## src/rtl/rds_pkg.sv

```systemverilog
// Shared constants for the RDS block decoder: generator polynomial, offset words,
// block identifiers, position/state encodings and the 26-bit syndrome function.
package rds_pkg;

    localparam logic [10:0] GEN_POLY = 11'h5B9;

    localparam logic [9:0] OFS_A  = 10'h0FC;
    localparam logic [9:0] OFS_B  = 10'h198;
    localparam logic [9:0] OFS_C  = 10'h168;
    localparam logic [9:0] OFS_CP = 10'h350;
    localparam logic [9:0] OFS_D  = 10'h1B4;

    localparam logic [2:0] ID_A  = 3'd0;
    localparam logic [2:0] ID_B  = 3'd1;
    localparam logic [2:0] ID_C  = 3'd2;
    localparam logic [2:0] ID_CP = 3'd3;
    localparam logic [2:0] ID_D  = 3'd4;

    // Position inside a group; C and C' share the third slot.
    localparam logic [1:0] POS_A = 2'd0;
    localparam logic [1:0] POS_B = 2'd1;
    localparam logic [1:0] POS_C = 2'd2;
    localparam logic [1:0] POS_D = 2'd3;

    localparam logic [4:0] BLOCK_LAST = 5'd25;

    typedef enum logic [1:0] {
        ST_SEARCH  = 2'd0,
        ST_CONFIRM = 2'd1,
        ST_SYNC    = 2'd2
    } state_e;

    function automatic logic [9:0] poly_mod26(input logic [25:0] win);
        logic [25:0] r;
        r = win;
        for (int i = 25; i >= 10; i--) begin
            if (r[i]) begin
                r = r ^ (26'(GEN_POLY) << (i - 10));
            end
        end
        return r[9:0];
    endfunction

endpackage

```

## src/rtl/rds_syndrome.sv

```systemverilog
// Combinational remainder of a 26-bit RDS window modulo the block generator polynomial.
module rds_syndrome
    import rds_pkg::*;
(
    input  logic [25:0] window,
    output logic [9:0]  syndrome
);

    // Purely combinational polynomial division.
    always_comb begin
        syndrome = poly_mod26(window);
    end

endmodule

```

## src/rtl/rds_decoder.sv

```systemverilog
// RDS block synchroniser and group assembler: finds block boundaries from offset
// syndromes, tracks sync with a bad-block counter and reports blocks and full groups.
module rds_decoder
    import rds_pkg::*;
#(
    parameter int c_loss_limit = 5
) (
    input  logic        clk,
    input  logic        reset,
    input  logic        bit_in,
    input  logic        bit_strobe,
    output logic        synced,
    output logic        block_valid,
    output logic [15:0] block_data,
    output logic [2:0]  block_id,
    output logic        group_valid,
    output logic [63:0] group_data,
    output logic        group_c_prime
);

    localparam logic [8:0] LOSS_LIMIT = 9'(c_loss_limit);

    // The newest bit arrives combinationally, so only 25 history bits need storage.
    logic [24:0] shreg_q, shreg_d;
    state_e      state_q, state_d;
    logic [1:0]  pos_q, pos_d;
    logic [4:0]  bit_cnt_q, bit_cnt_d;
    logic [7:0]  bad_cnt_q, bad_cnt_d;
    logic [3:0]  flags_q, flags_d;
    logic [15:0] word_a_q, word_a_d;
    logic [15:0] word_b_q, word_b_d;
    logic [15:0] word_c_q, word_c_d;
    logic        c_prime_q, c_prime_d;
    logic        synced_q, synced_d;
    logic        block_valid_q, block_valid_d;
    logic [15:0] block_data_q, block_data_d;
    logic [2:0]  block_id_q, block_id_d;
    logic        group_valid_q, group_valid_d;
    logic [63:0] group_data_q, group_data_d;
    logic        group_c_prime_q, group_c_prime_d;

    logic [25:0] window_s;
    logic [9:0]  syndrome_s;
    logic        hit_a_s, hit_b_s, hit_c_s, hit_cp_s, hit_d_s, any_hit_s;
    logic        exp_hit_s;
    logic [2:0]  exp_id_s;
    logic [1:0]  search_next_s;
    logic        loss_s;

    assign window_s = {shreg_q, bit_in};

    rds_syndrome u_syndrome (
        .window   (window_s),
        .syndrome (syndrome_s)
    );

    assign hit_a_s   = (syndrome_s == OFS_A);
    assign hit_b_s   = (syndrome_s == OFS_B);
    assign hit_c_s   = (syndrome_s == OFS_C);
    assign hit_cp_s  = (syndrome_s == OFS_CP);
    assign hit_d_s   = (syndrome_s == OFS_D);
    assign any_hit_s = hit_a_s | hit_b_s | hit_c_s | hit_cp_s | hit_d_s;
    assign loss_s    = (({1'b0, bad_cnt_q} + 9'd1) >= LOSS_LIMIT);

    // Match against the offset expected at the current group position.
    always_comb begin
        exp_hit_s = 1'b0;
        exp_id_s  = ID_A;
        case (pos_q)
            POS_A: begin exp_hit_s = hit_a_s;             exp_id_s = ID_A; end
            POS_B: begin exp_hit_s = hit_b_s;             exp_id_s = ID_B; end
            POS_C: begin exp_hit_s = hit_c_s | hit_cp_s;  exp_id_s = hit_cp_s ? ID_CP : ID_C; end
            POS_D: begin exp_hit_s = hit_d_s;             exp_id_s = ID_D; end
            default: begin exp_hit_s = 1'b0;              exp_id_s = ID_A; end
        endcase
    end

    // Position that follows whichever offset was found while searching.
    always_comb begin
        if (hit_a_s) begin
            search_next_s = POS_B;
        end else if (hit_b_s) begin
            search_next_s = POS_C;
        end else if (hit_c_s | hit_cp_s) begin
            search_next_s = POS_D;
        end else begin
            search_next_s = POS_A;
        end
    end

    // Next-state logic for the sync FSM, group collection and outputs.
    always_comb begin
        shreg_d         = shreg_q;
        state_d         = state_q;
        pos_d           = pos_q;
        bit_cnt_d       = bit_cnt_q;
        bad_cnt_d       = bad_cnt_q;
        flags_d         = flags_q;
        word_a_d        = word_a_q;
        word_b_d        = word_b_q;
        word_c_d        = word_c_q;
        c_prime_d       = c_prime_q;
        block_valid_d   = 1'b0;
        block_data_d    = block_data_q;
        block_id_d      = block_id_q;
        group_valid_d   = 1'b0;
        group_data_d    = group_data_q;
        group_c_prime_d = group_c_prime_q;
        if (bit_strobe) begin
            shreg_d = window_s[24:0];
            case (state_q)
                ST_SEARCH: begin
                    if (any_hit_s) begin
                        state_d   = ST_CONFIRM;
                        bit_cnt_d = 5'd0;
                        pos_d     = search_next_s;
                        bad_cnt_d = 8'd0;
                    end else begin
                        state_d = ST_SEARCH;
                    end
                end
                ST_CONFIRM, ST_SYNC: begin
                    if (bit_cnt_q == BLOCK_LAST) begin
                        bit_cnt_d = 5'd0;
                        pos_d     = pos_q + 2'd1;
                        if (exp_hit_s) begin
                            state_d       = ST_SYNC;
                            bad_cnt_d     = 8'd0;
                            block_valid_d = 1'b1;
                            block_data_d  = window_s[25:10];
                            block_id_d    = exp_id_s;
                            if (pos_q == POS_A) begin
                                flags_d = 4'b0001;
                            end else begin
                                flags_d = flags_q | (4'b0001 << pos_q);
                            end
                            case (pos_q)
                                POS_A: word_a_d = window_s[25:10];
                                POS_B: word_b_d = window_s[25:10];
                                POS_C: begin
                                    word_c_d  = window_s[25:10];
                                    c_prime_d = hit_cp_s;
                                end
                                POS_D: begin
                                    if (&flags_q[2:0]) begin
                                        group_valid_d   = 1'b1;
                                        group_data_d    = {word_a_q, word_b_q, word_c_q, window_s[25:10]};
                                        group_c_prime_d = c_prime_q;
                                    end else begin
                                        group_valid_d = 1'b0;
                                    end
                                end
                                default: word_a_d = word_a_q;
                            endcase
                        end else if ((state_q == ST_CONFIRM) || loss_s) begin
                            state_d   = ST_SEARCH;
                            bad_cnt_d = 8'd0;
                            flags_d   = 4'b0000;
                        end else begin
                            bad_cnt_d = bad_cnt_q + 8'd1;
                            if (pos_q == POS_A) begin
                                flags_d = 4'b0000;
                            end else begin
                                flags_d = flags_q;
                            end
                        end
                    end else begin
                        bit_cnt_d = bit_cnt_q + 5'd1;
                    end
                end
                default: state_d = ST_SEARCH;
            endcase
        end else begin
            shreg_d = shreg_q;
        end
        synced_d = (state_d == ST_SYNC);
    end

    // State and output registers with synchronous reset.
    always_ff @(posedge clk) begin
        if (reset) begin
            shreg_q         <= 25'd0;
            state_q         <= ST_SEARCH;
            pos_q           <= POS_A;
            bit_cnt_q       <= 5'd0;
            bad_cnt_q       <= 8'd0;
            flags_q         <= 4'd0;
            word_a_q        <= 16'd0;
            word_b_q        <= 16'd0;
            word_c_q        <= 16'd0;
            c_prime_q       <= 1'b0;
            synced_q        <= 1'b0;
            block_valid_q   <= 1'b0;
            block_data_q    <= 16'd0;
            block_id_q      <= 3'd0;
            group_valid_q   <= 1'b0;
            group_data_q    <= 64'd0;
            group_c_prime_q <= 1'b0;
        end else begin
            shreg_q         <= shreg_d;
            state_q         <= state_d;
            pos_q           <= pos_d;
            bit_cnt_q       <= bit_cnt_d;
            bad_cnt_q       <= bad_cnt_d;
            flags_q         <= flags_d;
            word_a_q        <= word_a_d;
            word_b_q        <= word_b_d;
            word_c_q        <= word_c_d;
            c_prime_q       <= c_prime_d;
            synced_q        <= synced_d;
            block_valid_q   <= block_valid_d;
            block_data_q    <= block_data_d;
            block_id_q      <= block_id_d;
            group_valid_q   <= group_valid_d;
            group_data_q    <= group_data_d;
            group_c_prime_q <= group_c_prime_d;
        end
    end

    assign synced        = synced_q;
    assign block_valid   = block_valid_q;
    assign block_data    = block_data_q;
    assign block_id      = block_id_q;
    assign group_valid   = group_valid_q;
    assign group_data    = group_data_q;
    assign group_c_prime = group_c_prime_q;

endmodule

```

## config.mk

```make
export PLATFORM = sky130hd
export DESIGN_NAME = rds_decoder
export DESIGN_NICKNAME = d
export VERILOG_FILES = /design/src/rtl/rds_pkg.sv /design/src/rtl/rds_syndrome.sv /design/src/rtl/rds_decoder.sv
export SDC_FILE = /design/constraint.sdc
export NUM_CORES = 1
export LEC_CHECK = 0
export ABC_AREA = 1
export BUFFER_PORTS_ARGS = -buffer_cell sky130_fd_sc_hd__buf_2
export CAP_MARGIN = 20
export CORE_MARGIN = 2
export CORE_UTILIZATION = 40
export CTS_CLUSTER_SIZE = 14
export DETAILED_ROUTE_END_ITERATION = 8
export PLACE_DENSITY = 0.69
export RECOVER_POWER = 50
export SLEW_MARGIN = 25
export SYNTH_ARGS = -nofsm -noshare
export SYNTH_HDL_FRONTEND = slang
export SYNTH_HIERARCHICAL = 1
export SYNTH_SLANG_ARGS = --single-unit
export TNS_END_PERCENT = 10
```

## constraint.sdc

```tcl
create_clock -name clk -period 8.5 [get_ports clk]
set_input_delay 0.85 -clock clk [delete_from_list [all_inputs] [get_ports clk]]
set_output_delay 0.85 -clock clk [all_outputs]
set_load 0.02 [all_outputs]
```

Word level (Yosys, flattened, before mapping)
Cells that the tools add are included.
{"block": "word_totals", "ff_bits": 182, "out_inout_bits": 87, "wordCells": 126}
{"block": "classes", "add_sub_neg": 4, "order_cmp": 1, "n_eq_ne": 14, "shifts": 1, "n_mux": 45, "bitwise": 27, "reduce_logical": 17}
{"operator": "6-bit inverter", "count": 16}
{"operator": "8-bit 2-to-1 mux", "count": 4}
{"operator": "10-bit by 9-bit == test with 1-bit output (second input constant)", "count": 3}
{"operator": "24-bit 2-to-1 mux", "count": 1}
{"operator": "23-bit 2-to-1 mux", "count": 1}
{"operator": "22-bit 2-to-1 mux", "count": 1}
{"operator": "21-bit 2-to-1 mux", "count": 1}
{"operator": "20-bit 2-to-1 mux", "count": 1}
{"operator": "19-bit 2-to-1 mux", "count": 1}
{"operator": "18-bit 2-to-1 mux", "count": 1}
{"operator": "2-bit 2-to-1 mux", "count": 9}
{"operator": "17-bit 2-to-1 mux", "count": 1}
{"operator": "16-bit 2-to-1 mux", "count": 1}
{"operator": "4-bit 2-to-1 mux", "count": 4}
{"operator": "8-bit one-hot mux with 2 select lines", "count": 1}
{"operator": "15-bit 2-to-1 mux", "count": 1}
{"operator": "5-bit AND reduction", "count": 3}
{"operator": "14-bit 2-to-1 mux", "count": 1}
{"operator": "13-bit 2-to-1 mux", "count": 1}
{"operator": "12-bit 2-to-1 mux", "count": 1}
{"operator": "3-bit one-hot mux with 4 select lines", "count": 1}
{"operator": "4-bit AND reduction", "count": 3}
{"operator": "11-bit 2-to-1 mux", "count": 1}
{"operator": "10-bit == test (second input constant)", "count": 1}
{"operator": "other kinds (30)", "count": 50}

Depth between registers and ports, before layout
Gate-level depths: netlist of the first run.
{"block": "depth", "depth_word": 41, "ltp_mapped": 38, "depth_no_buf": 36}

Hierarchy
Netlist of the first run, hierarchy kept.
{"mod": "rds_decoder", "instances": 1, "cells_per_inst": 948, "area_per_inst_um2": 7327.0}
{"mod": "rds_syndrome", "instances": 1, "cells_per_inst": 275, "area_per_inst_um2": 1401.3}

Worst setup path after synthesis of the first run
OpenSTA, ideal clock, no wires.
{"block": "synth_path", "path_type": "reg2reg", "startpoint": "register shreg_q[22]", "endpoint": "register group_data_q[22] (netlist: group_data[22])", "arrival_time_ps": 3402, "required_time_ps": 8382, "setup_slack_ps": 4981, "path_stages_with_launch": 29, "n_path_buf": 2, "path_cell_list": "dfxtp_1 > inv_2 > nand2_1 > nand2_2 > nand2_1 > nand2_2 > nand2_1 > nand2_1 > nand2_1 > nand2_1 > nand2_2 > nand2_4 > nand2_2 > nand2_2 > nand2_1 > nand2_2 > xnor2_2 > xor2_1 > inv_1 > nor4_2 > nand3_2 > nand2_2 > nand2_4 > inv_4 > nand2_2 > buf_6 > buf_6 > o21ai_1 > a21oi_2"}
{"block": "synth_between", "word_cells_on_any_way": 37}
{"item": "from (decl)", "line_no": "rds_decoder.sv:24", "source": "logic [24:0] shreg_q, shreg_d;"}
{"item": "from (signal assigned)", "line_no": "rds_decoder.sv:200", "source": "shreg_q <= shreg_d;"}
{"item": "6-bit inverter (no source line)"}
{"item": "24-bit 2-to-1 mux *", "line_no": "rds_pkg.sv:37", "source": "if (r[i]) begin"}
{"item": "22-bit 2-to-1 mux *", "line_no": "rds_pkg.sv:37"}
{"item": "21-bit 2-to-1 mux or 6-bit inverter (tied branches)"}
{"item": "20-bit 2-to-1 mux or 21-bit 2-to-1 mux (tied branches)", "line_no": "rds_pkg.sv:37"}
{"item": "6-bit inverter (no source line) or 20-bit 2-to-1 mux (tied branches)"}
{"item": "19-bit 2-to-1 mux, or another cell as far along", "line_no": "rds_pkg.sv:37"}
{"item": "6-bit inverter (no source line) or 19-bit 2-to-1 mux (tied branches)"}
{"item": "[... 10 more ...]"}
{"item": "10-bit 2-to-1 mux or 6-bit inverter (tied branches)"}
{"item": "6-bit inverter (no source line) or 11-bit 2-to-1 mux (tied branches)"}
{"item": "9-bit 2-to-1 mux *", "line_no": "rds_pkg.sv:37"}
{"item": "net syndrome_s[3]", "line_no": "rds_decoder.sv:43", "source": "logic [9:0] syndrome_s;"}
{"item": "10-bit by 9-bit == test with 1-bit output or 10-bit == test (tied branches)", "line_no": "rds_decoder.sv:59, rds_decoder.sv:60"}
{"item": "1-bit bitwise OR", "line_no": "rds_decoder.sv:72", "source": "POS_C: begin exp_hit_s = hit_c_s | hit_cp_s; exp_id_s = hit_cp_s ? ID_CP : ID_C; end"}
{"item": "1-bit one-hot mux with 4 select lines *", "line_no": "rds_decoder.sv:69", "source": "case (pos_q)"}
{"item": "8-bit AND reduction (no source line) *"}
{"item": "to (signal assigned)", "line_no": "rds_decoder.sv:215", "source": "group_data_q <= group_data_d;"}
{"item": "to (decl)", "line_no": "rds_decoder.sv:39", "source": "logic [63:0] group_data_q, group_data_d;"}
Mark *: on every way through the listed nets, which the timed path passes. The rest lies on a longest branch.
A chain may end at the register's enable or synchronous reset.

==> results.sh, run 1 <==
export IMPL_first_pass_iters=5
export IMPL_multi_input_logic_area_um2=4040
export IMPL_die_area_um2=23020
export IMPL_worst_ep_required_time_ns=8.80
export IMPL_run_status="finished with violations"
export IMPL_grt_ovfl_total=0
export IMPL_synthArstFlopShare_pct=0
export IMPL_synth_edf_count=0
export IMPL_placement_rows=54
export IMPL_fillerInstances=2241
export IMPL_synthToLayoutAreaGrowth_pct=10.87
export IMPL_worst_slew_pin_transition_ns=2.350
export IMPL_final_setup_worst_slack_ns=2.321
export IMPL_total_clock_buffers_created_by_cts=17
export IMPL_floorplan_io_pins=91
export IMPL_min_path_cells=2
export IMPL_chipWidth_um=151.7
export IMPL_r2r_slack_ns=3.12
export IMPL_num_antenna_cells=0
export IMPL_rsz0062_at_grt="no"
export IMPL_slew_limit_headroom_pct=-56.67
export IMPL_number_of_different_library_cells_in_the_post_synthesis_netlist=39
export IMPL_timing_clock_skew_ns=0.009085
export IMPL_cp_data_arrival_time_ns=6.48
export IMPL_skew_pair_late_insertion_delay_ns=0.44
export IMPL_cpPeakStageDelay_ns=2.44
export IMPL_clk_pin_slew_ns=0.07
export IMPL_power_density_nw_per_um2=252.8
export IMPL_crit_path_cell_trace="buf_2 -> clkbuf_1 -> clkinvlp_2 -> buf_4 -> nand2_1 -> a22oi_1"
export IMPL_fmax_ghz=0.1618
export IMPL_cts_num_sinks=181
export IMPL_hold_violations=0
export IMPL_grt_pass1_vias=6830
export IMPL_wl_per_cell_um=13.63
export IMPL_syn_cell_area_um2=8728
export IMPL_cts_repair_resized=0
export IMPL_cts_setup_buffers=0
export IMPL_min_to="group_data[53]"
export IMPL_timing_hold_worst_class="reg -> reg"
export IMPL_critical_path_reg2reg_endpoint="group_data[12]"
export IMPL_path_max_fanout=78
export IMPL_routed_via_count=7672
export IMPL_postSynthCellCount=1223
export IMPL_post_synthesis_register_bit_count=181
export IMPL_maximum_number_of_pins_on_one_net_before_global_route_repair=83
export IMPL_die_y_um=151.7
export IMPL_detailed_place_hpwl_um=14680
export IMPL_crit_family="buffers and inverters"
export IMPL_wire_length_of_the_first_global_routing_pass_um=34320
export IMPL_timing_final_crit_period_ns=6.179
export IMPL_maxCapViolCount=2
export IMPL_place_port_buffers=90
export IMPL_weighted_congestion_reported_at_the_end_of_routability_driven_placement=0.8546
export IMPL_design_final_nets=1299
export IMPL_critPathBufInv=4
export IMPL_slowest_stage="sky130_fd_sc_hd__clkinvlp_2"
export IMPL_cts_root_buf="sky130_fd_sc_hd__clkbuf_16"
export IMPL_cts_tree="built"
export IMPL_layout_worst_path_cycle_share_pct=72.70
export IMPL_cellLeakagePower_nw=4.171
export IMPL_power_ir_vdd_worst_mv=0.1697
export IMPL_crit_path_end_kind="flip-flop"
export IMPL_globalRouteTotalUtil_pct=18.87
export IMPL_violations="max-capacitance violations, max-slew violations"
export IMPL_ff_latch_area_um2=3623
export IMPL_initial_core_util_pct=40.37
export IMPL_synthFlopType="sky130_fd_sc_hd__dfxtp_1"
export IMPL_min_delay_start="group_data[53]"
export IMPL_antenna_found_initial=0
export IMPL_setup_violations_final=0
export IMPL_setup_tns_ns=0
export IMPL_r2r_start="shreg_q[23]"
export IMPL_dp_worst_setup_slack_ns=3.470
export IMPL_drt_drc_violations_left=0
export IMPL_post_synthesis_net_count=1239
export IMPL_route_detailed_vias_per_inst=4.868
export IMPL_cts_max_path_buffers=2
export IMPL_timing_max_transition_violations_final=101
export IMPL_average_cell_area_after_synthesis_um2=7.137
export IMPL_drive_gt1_share_pct=8.565
export IMPL_worst_r2r_cell_count=27
export IMPL_htreeDepth=4
export IMPL_holdBufCountCts=0
export IMPL_antenna_left=0
export IMPL_core_area_um2=21620
export IMPL_yosysSeqAreaShare_pct=41.51
export IMPL_ys_warnings_count=6
export IMPL_critPathLaunchType="input port"
export IMPL_report_power_total_w=0.002446
export IMPL_critPathKind="in -> reg"
export IMPL_drt_total_wl_um=21480
export IMPL_starting_drt_drc_count=566
metal layers:
metal  global-route usage (%)  routed length [um]  vias up
met4                    4.676                 242        0
met5                        0                   0        -
met1                    25.61               10130     3474
li1                         -                   -     4009
met3                    3.234                1152       21
met2                    31.24                9948      168
state kept, by name (all words and copies together) (netlist names):
register and cells:
synced 1, word_a_q 16, group_valid 1, block_data 16, block_id 3, state_q 2, pos_q 2, shreg_q 25
group_c_prime 1, block_valid 1, bad_cnt_q 8, bit_cnt_q 5, flags_q 3, group_data 64, c_prime_q 1, word_b_q 16
word_c_q 16
logic make-up after synthesis:
family | share of synthesized area (%)
compound gates | 16.64
xor+xnor | 3.440
fa+ha+maj | 1.720
buf+inv | 12.01
flops | 41.51
simple gates | 24.67
power by group:
| group | switching, W | total [W] | internal [W] |
|---|---|---|---|
| combinational | 0.000540 | 0.000793 | 0.000253 |
| sequential | 0.0000227 | 0.000880 | 0.000857 |
| clock | 0.000361 | 0.000773 | 0.000412 |
cells in the mapped netlist, drive strengths merged, types with 10 or more instances:
cell | n | area share [%]
a21oi | 112 | 6.8
buf | 27 | 2.7
clkbuf | 26 | 1.1
dfxtp | 181 | 42
ha | 12 | 1.7
inv | 190 | 8.2
nand2 | 274 | 13
nand3 | 73 | 4.5
nand4 | 11 | 0.86
nor2 | 96 | 4.4
nor3 | 12 | 0.69
o21ai | 167 | 9.7
xnor2 | 10 | 1.3
xor2 | 20 | 2.1
cell usage in the layout (no fill, tap or decap), drive strengths merged, types with 20 or more instances in the layout:
cell | netlist | routed
xor2 | 20 | 20
o21ai | 167 | 167
a21oi | 112 | 112
nand2 | 274 | 274
inv | 190 | 193
dfxtp | 181 | 181
nand3 | 73 | 73
nor2 | 96 | 96
clkbuf | 26 | 106
worst max path at each step:
stage | start | end | slack [ns] | cells after the start
floorplan | shreg_q[22] | group_data[22] | 4.98 | 28
global placement | shreg_q[24] | group_data[12] | 3.50 | 27
detailed placement | shreg_q[23] | group_data[12] | 3.47 | 31
CTS | shreg_q[23] | group_data[12] | 3.44 | 31
global route | reset | pos_q[0] | 1.92 | 6
finish | reset | pos_q[0] | 2.32 | 6
worst reg2reg max path: cells and delay by family (launching register included):
family          cells  cell delay [ns]
buf+inv             4             0.91
simple gates       19             2.49
compound gates      2             0.53
xor+xnor            2             0.68
flops               1             0.65
metrics by stage:
stage	util, %	hold slack [ns]	cell area, um^2	cells
after floorplan	-	0.4411	8728	1223
after global placement	42.71	0.4318	9235	1544
after detailed placement	42.71	0.4346	9235	1544
after CTS	45.38	0.4453	9811	1576
after global routing	44.76	0.4649	9677	1576
final	44.76	0.4444	9677	1576
cell type report:
type | count | share of cell area (%)
multi-input cells | 799 | 41.75
flip-flops and latches | 181 | 37.45
inverters | 190 | 7.435
clock buffers | 18 | 4.435
repair buffers | 94 | 3.801
well taps | 280 | 3.620
clock inverters | 14 | 1.513
(Power assumes the default switching activity.)
==> run 2: changes to the inputs <==
--- a/config.mk
+++ b/config.mk
@@ -12,7 +12,7 @@
 export CORE_UTILIZATION = 40
 export CTS_CLUSTER_SIZE = 14
 export DETAILED_ROUTE_END_ITERATION = 8
-export PLACE_DENSITY = 0.69
+export PLACE_DENSITY = 0.71
 export RECOVER_POWER = 50
 export SLEW_MARGIN = 25
 export SYNTH_ARGS = -nofsm -noshare
==> constraint.sdc (replaced) <==
create_clock -name clk -period 5.31 [get_ports clk]
set_input_delay 0.531 -clock clk [delete_from_list [all_inputs] [get_ports clk]]
set_output_delay 0.531 -clock clk [all_outputs]
set_load 0.02 [all_outputs]
==> run 2 against run 1 <==
Effect of this change:
- the run still ends with max-capacitance violations, max-slew violations left
- utilization rose by 0.34 points
- setup slack got worse by 1.7 ns
- register-to-register slack got worse by 2.5 ns
- sequential cell count did not move
- non-clock buffer count rose by 6
- sequential share of layout area fell by 0.28 points
- critical path depth rose by 20
- combinational power rose by 63%
- final cell count rose by 0.38%
- critical endpoint is now word_b_q[5]
==> results.sh, run 2 (synthesis gave the netlist of run 1 again) <==
export IMPL_crit_path_end_kind="flip-flop"
export IMPL_antenna_left=0
export IMPL_starting_drt_drc_count=451
export IMPL_largest_register_ffs=64
export IMPL_power_ir_vdd_worst_mv=0.2672
export IMPL_maximum_number_of_pins_on_one_net_before_global_route_repair=59
export IMPL_r2r_start="shreg_q[22]"
export IMPL_power_density_nw_per_um2=404.6
export IMPL_worst_setup_path_startpoint="shreg_q[22]"
export IMPL_run_status="finished with violations"
export IMPL_htreeDepth=4
export IMPL_layout_commonest_cell="sky130_fd_sc_hd__nand2_1"
export IMPL_total_clock_buffers_created_by_cts=17
export IMPL_worst_r2r_cell_count=26
export IMPL_holdBufCountCts=0
export IMPL_wire_length_of_the_first_global_routing_pass_um=34720
export IMPL_cpPeakStageDelay_ns=0.63
export IMPL_slew_limit_headroom_pct=-54.67
export IMPL_initial_core_util_pct=40.37
export IMPL_floorplan_io_pins=91
export IMPL_route_detailed_vias_per_inst=4.851
export IMPL_cts_setup_buffers=0
export IMPL_weighted_congestion_reported_at_the_end_of_routability_driven_placement=0.9252
export IMPL_antenna_found_initial=1
export IMPL_critical_path_reg2reg_endpoint="word_b_q[5]"
export IMPL_timing_max_transition_violations_final=46
export IMPL_place_port_buffers=90
export IMPL_placement_rows=54
export IMPL_path_max_fanout=32
export IMPL_grt_ovfl_total=0
export IMPL_drt_drc_violations_left=0
export IMPL_cp_data_arrival_time_ns=4.92
export IMPL_layout_worst_path_cycle_share_pct=88.13
export IMPL_timing_final_crit_period_ns=4.680
export IMPL_cts_max_path_buffers=2
export IMPL_die_area_um2=23020
export IMPL_drt_total_wl_um=21450
export IMPL_setup_violations_final=0
export IMPL_layout_cell_area_non_filler_um2=9749
export IMPL_drive_gt1_share_pct=8.986
export IMPL_placed_cell_area_um2=9304
export IMPL_maxCapViolCount=2
export IMPL_design_final_nets=1305
export IMPL_cts_root_buf="sky130_fd_sc_hd__clkbuf_16"
export IMPL_cts_num_sinks=181
export IMPL_core_area_um2=21620
export IMPL_detailed_place_hpwl_um=14900
export IMPL_dpl_cell_count=1550
export IMPL_skew_pair_late_insertion_delay_ns=0.44
export IMPL_first_pass_iters=5
export IMPL_timing_hold_worst_class="in -> reg"
export IMPL_highest_count_cells_in_the_layout_ignoring_fill_and_taps="sky130_fd_sc_hd__nand2_1 (239), sky130_fd_sc_hd__dfxtp_1 (181), sky130_fd_sc_hd__inv_1 (178), sky130_fd_sc_hd__a21oi_1 (103), sky130_fd_sc_hd__o21ai_0 (99)"
export IMPL_chipWidth_um=151.7
export IMPL_slowest_stage="sky130_fd_sc_hd__dfxtp_1"
export IMPL_fmax_ghz=0.2137
export IMPL_cellLeakagePower_nw=4.221
export IMPL_routed_via_count=7674
export IMPL_setup_tns_ns=0
export IMPL_clk_pin_slew_ns=0.07
export IMPL_globalRouteTotalUtil_pct=18.97
export IMPL_post_layout_nonfiller_instances=1582
export IMPL_timing_critical_path_mode_cell="sky130_fd_sc_hd__nand2_2"
export IMPL_report_power_total_w=0.003944
export IMPL_critPathKind="reg -> reg"
export IMPL_grt_pass1_vias=7029
export IMPL_cp_endpoint="word_b_q[5]"
export IMPL_num_antenna_cells=0
export IMPL_critPathLaunchType="flip-flop"
export IMPL_violations="max-capacitance violations, max-slew violations"
export IMPL_r2r_slack_ns=0.63
export IMPL_hold_violations=0
export IMPL_cts_repair_resized=0
export IMPL_worst_slew_pin_transition_ns=2.320
export IMPL_fillerInstances=2204
export IMPL_worst_ep_required_time_ns=5.55
export IMPL_synthToLayoutAreaGrowth_pct=11.70
export IMPL_rsz0062_at_grt="no"
export IMPL_cts_tree="built"
export IMPL_wl_per_cell_um=13.56
export IMPL_die_y_um=151.7
export IMPL_timing_clock_skew_ns=0.01388
run 2: worst min-delay path by stage:
stage	startpoint	endpoint	slack, ns	cells after the start
final	bit_in	shreg_q[0]	0.36	3
after global routing	bit_in	shreg_q[0]	0.39	3
after CTS	bit_in	shreg_q[0]	0.35	3
after detailed placement	group_data[57]	group_data[57]	0.43	2
after global placement	group_data[53]	group_data[53]	0.43	2
after floorplan	bit_cnt_q[4]	bit_cnt_q[4]	0.44	2
run 2: critical path: cells and delay by family (launching register included):
kind            cells  cell delay [ns]
simple gates       21             2.79
compound gates      1             0.28
buf+inv             2             0.18
xor+xnor            2             0.58
flops               1             0.63
run 2: final cells by class:
type / count / area, um^2 / share of cell area [%]
multi-input cells: 799 / 4044 / 41.48
flip-flops and latches: 181 / 3623 / 37.17
inverters: 190 / 718.2 / 7.367
clock buffers: 19 / 442.9 / 4.543
repair buffers: 100 / 429.2 / 4.402
well taps: 280 / 350.3 / 3.593
clock inverters: 13 / 141.4 / 1.450
run 2: per-stage QoR:
step                      setup WS [ns]  utilization [%]  hold WS [ns]
final                            0.6303            45.09        0.3592
after global placement           0.8064            43.03        0.4304
after CTS                        0.7341            45.74        0.3541
after global routing            0.07642            45.09        0.3874
after detailed placement         0.7689            43.03        0.4327
after floorplan                   1.791                -        0.4411
run 2: power by group:
group	internal [W]	switching, W	total, W
clock network	0.000674	0.000574	0.00125
logic	0.000411	0.000879	0.00129
registers	0.00137	0.0000334	0.00141
run 2: layer usage:
layer	vias to the layer above	track usage (%)	part of all wire, %
met4	2	5.972	1.9
met3	31	3.593	5.0
met5	-	0	0.061
met1	3433	25.62	48
met2	189	30.68	45
li1	4019	-	-
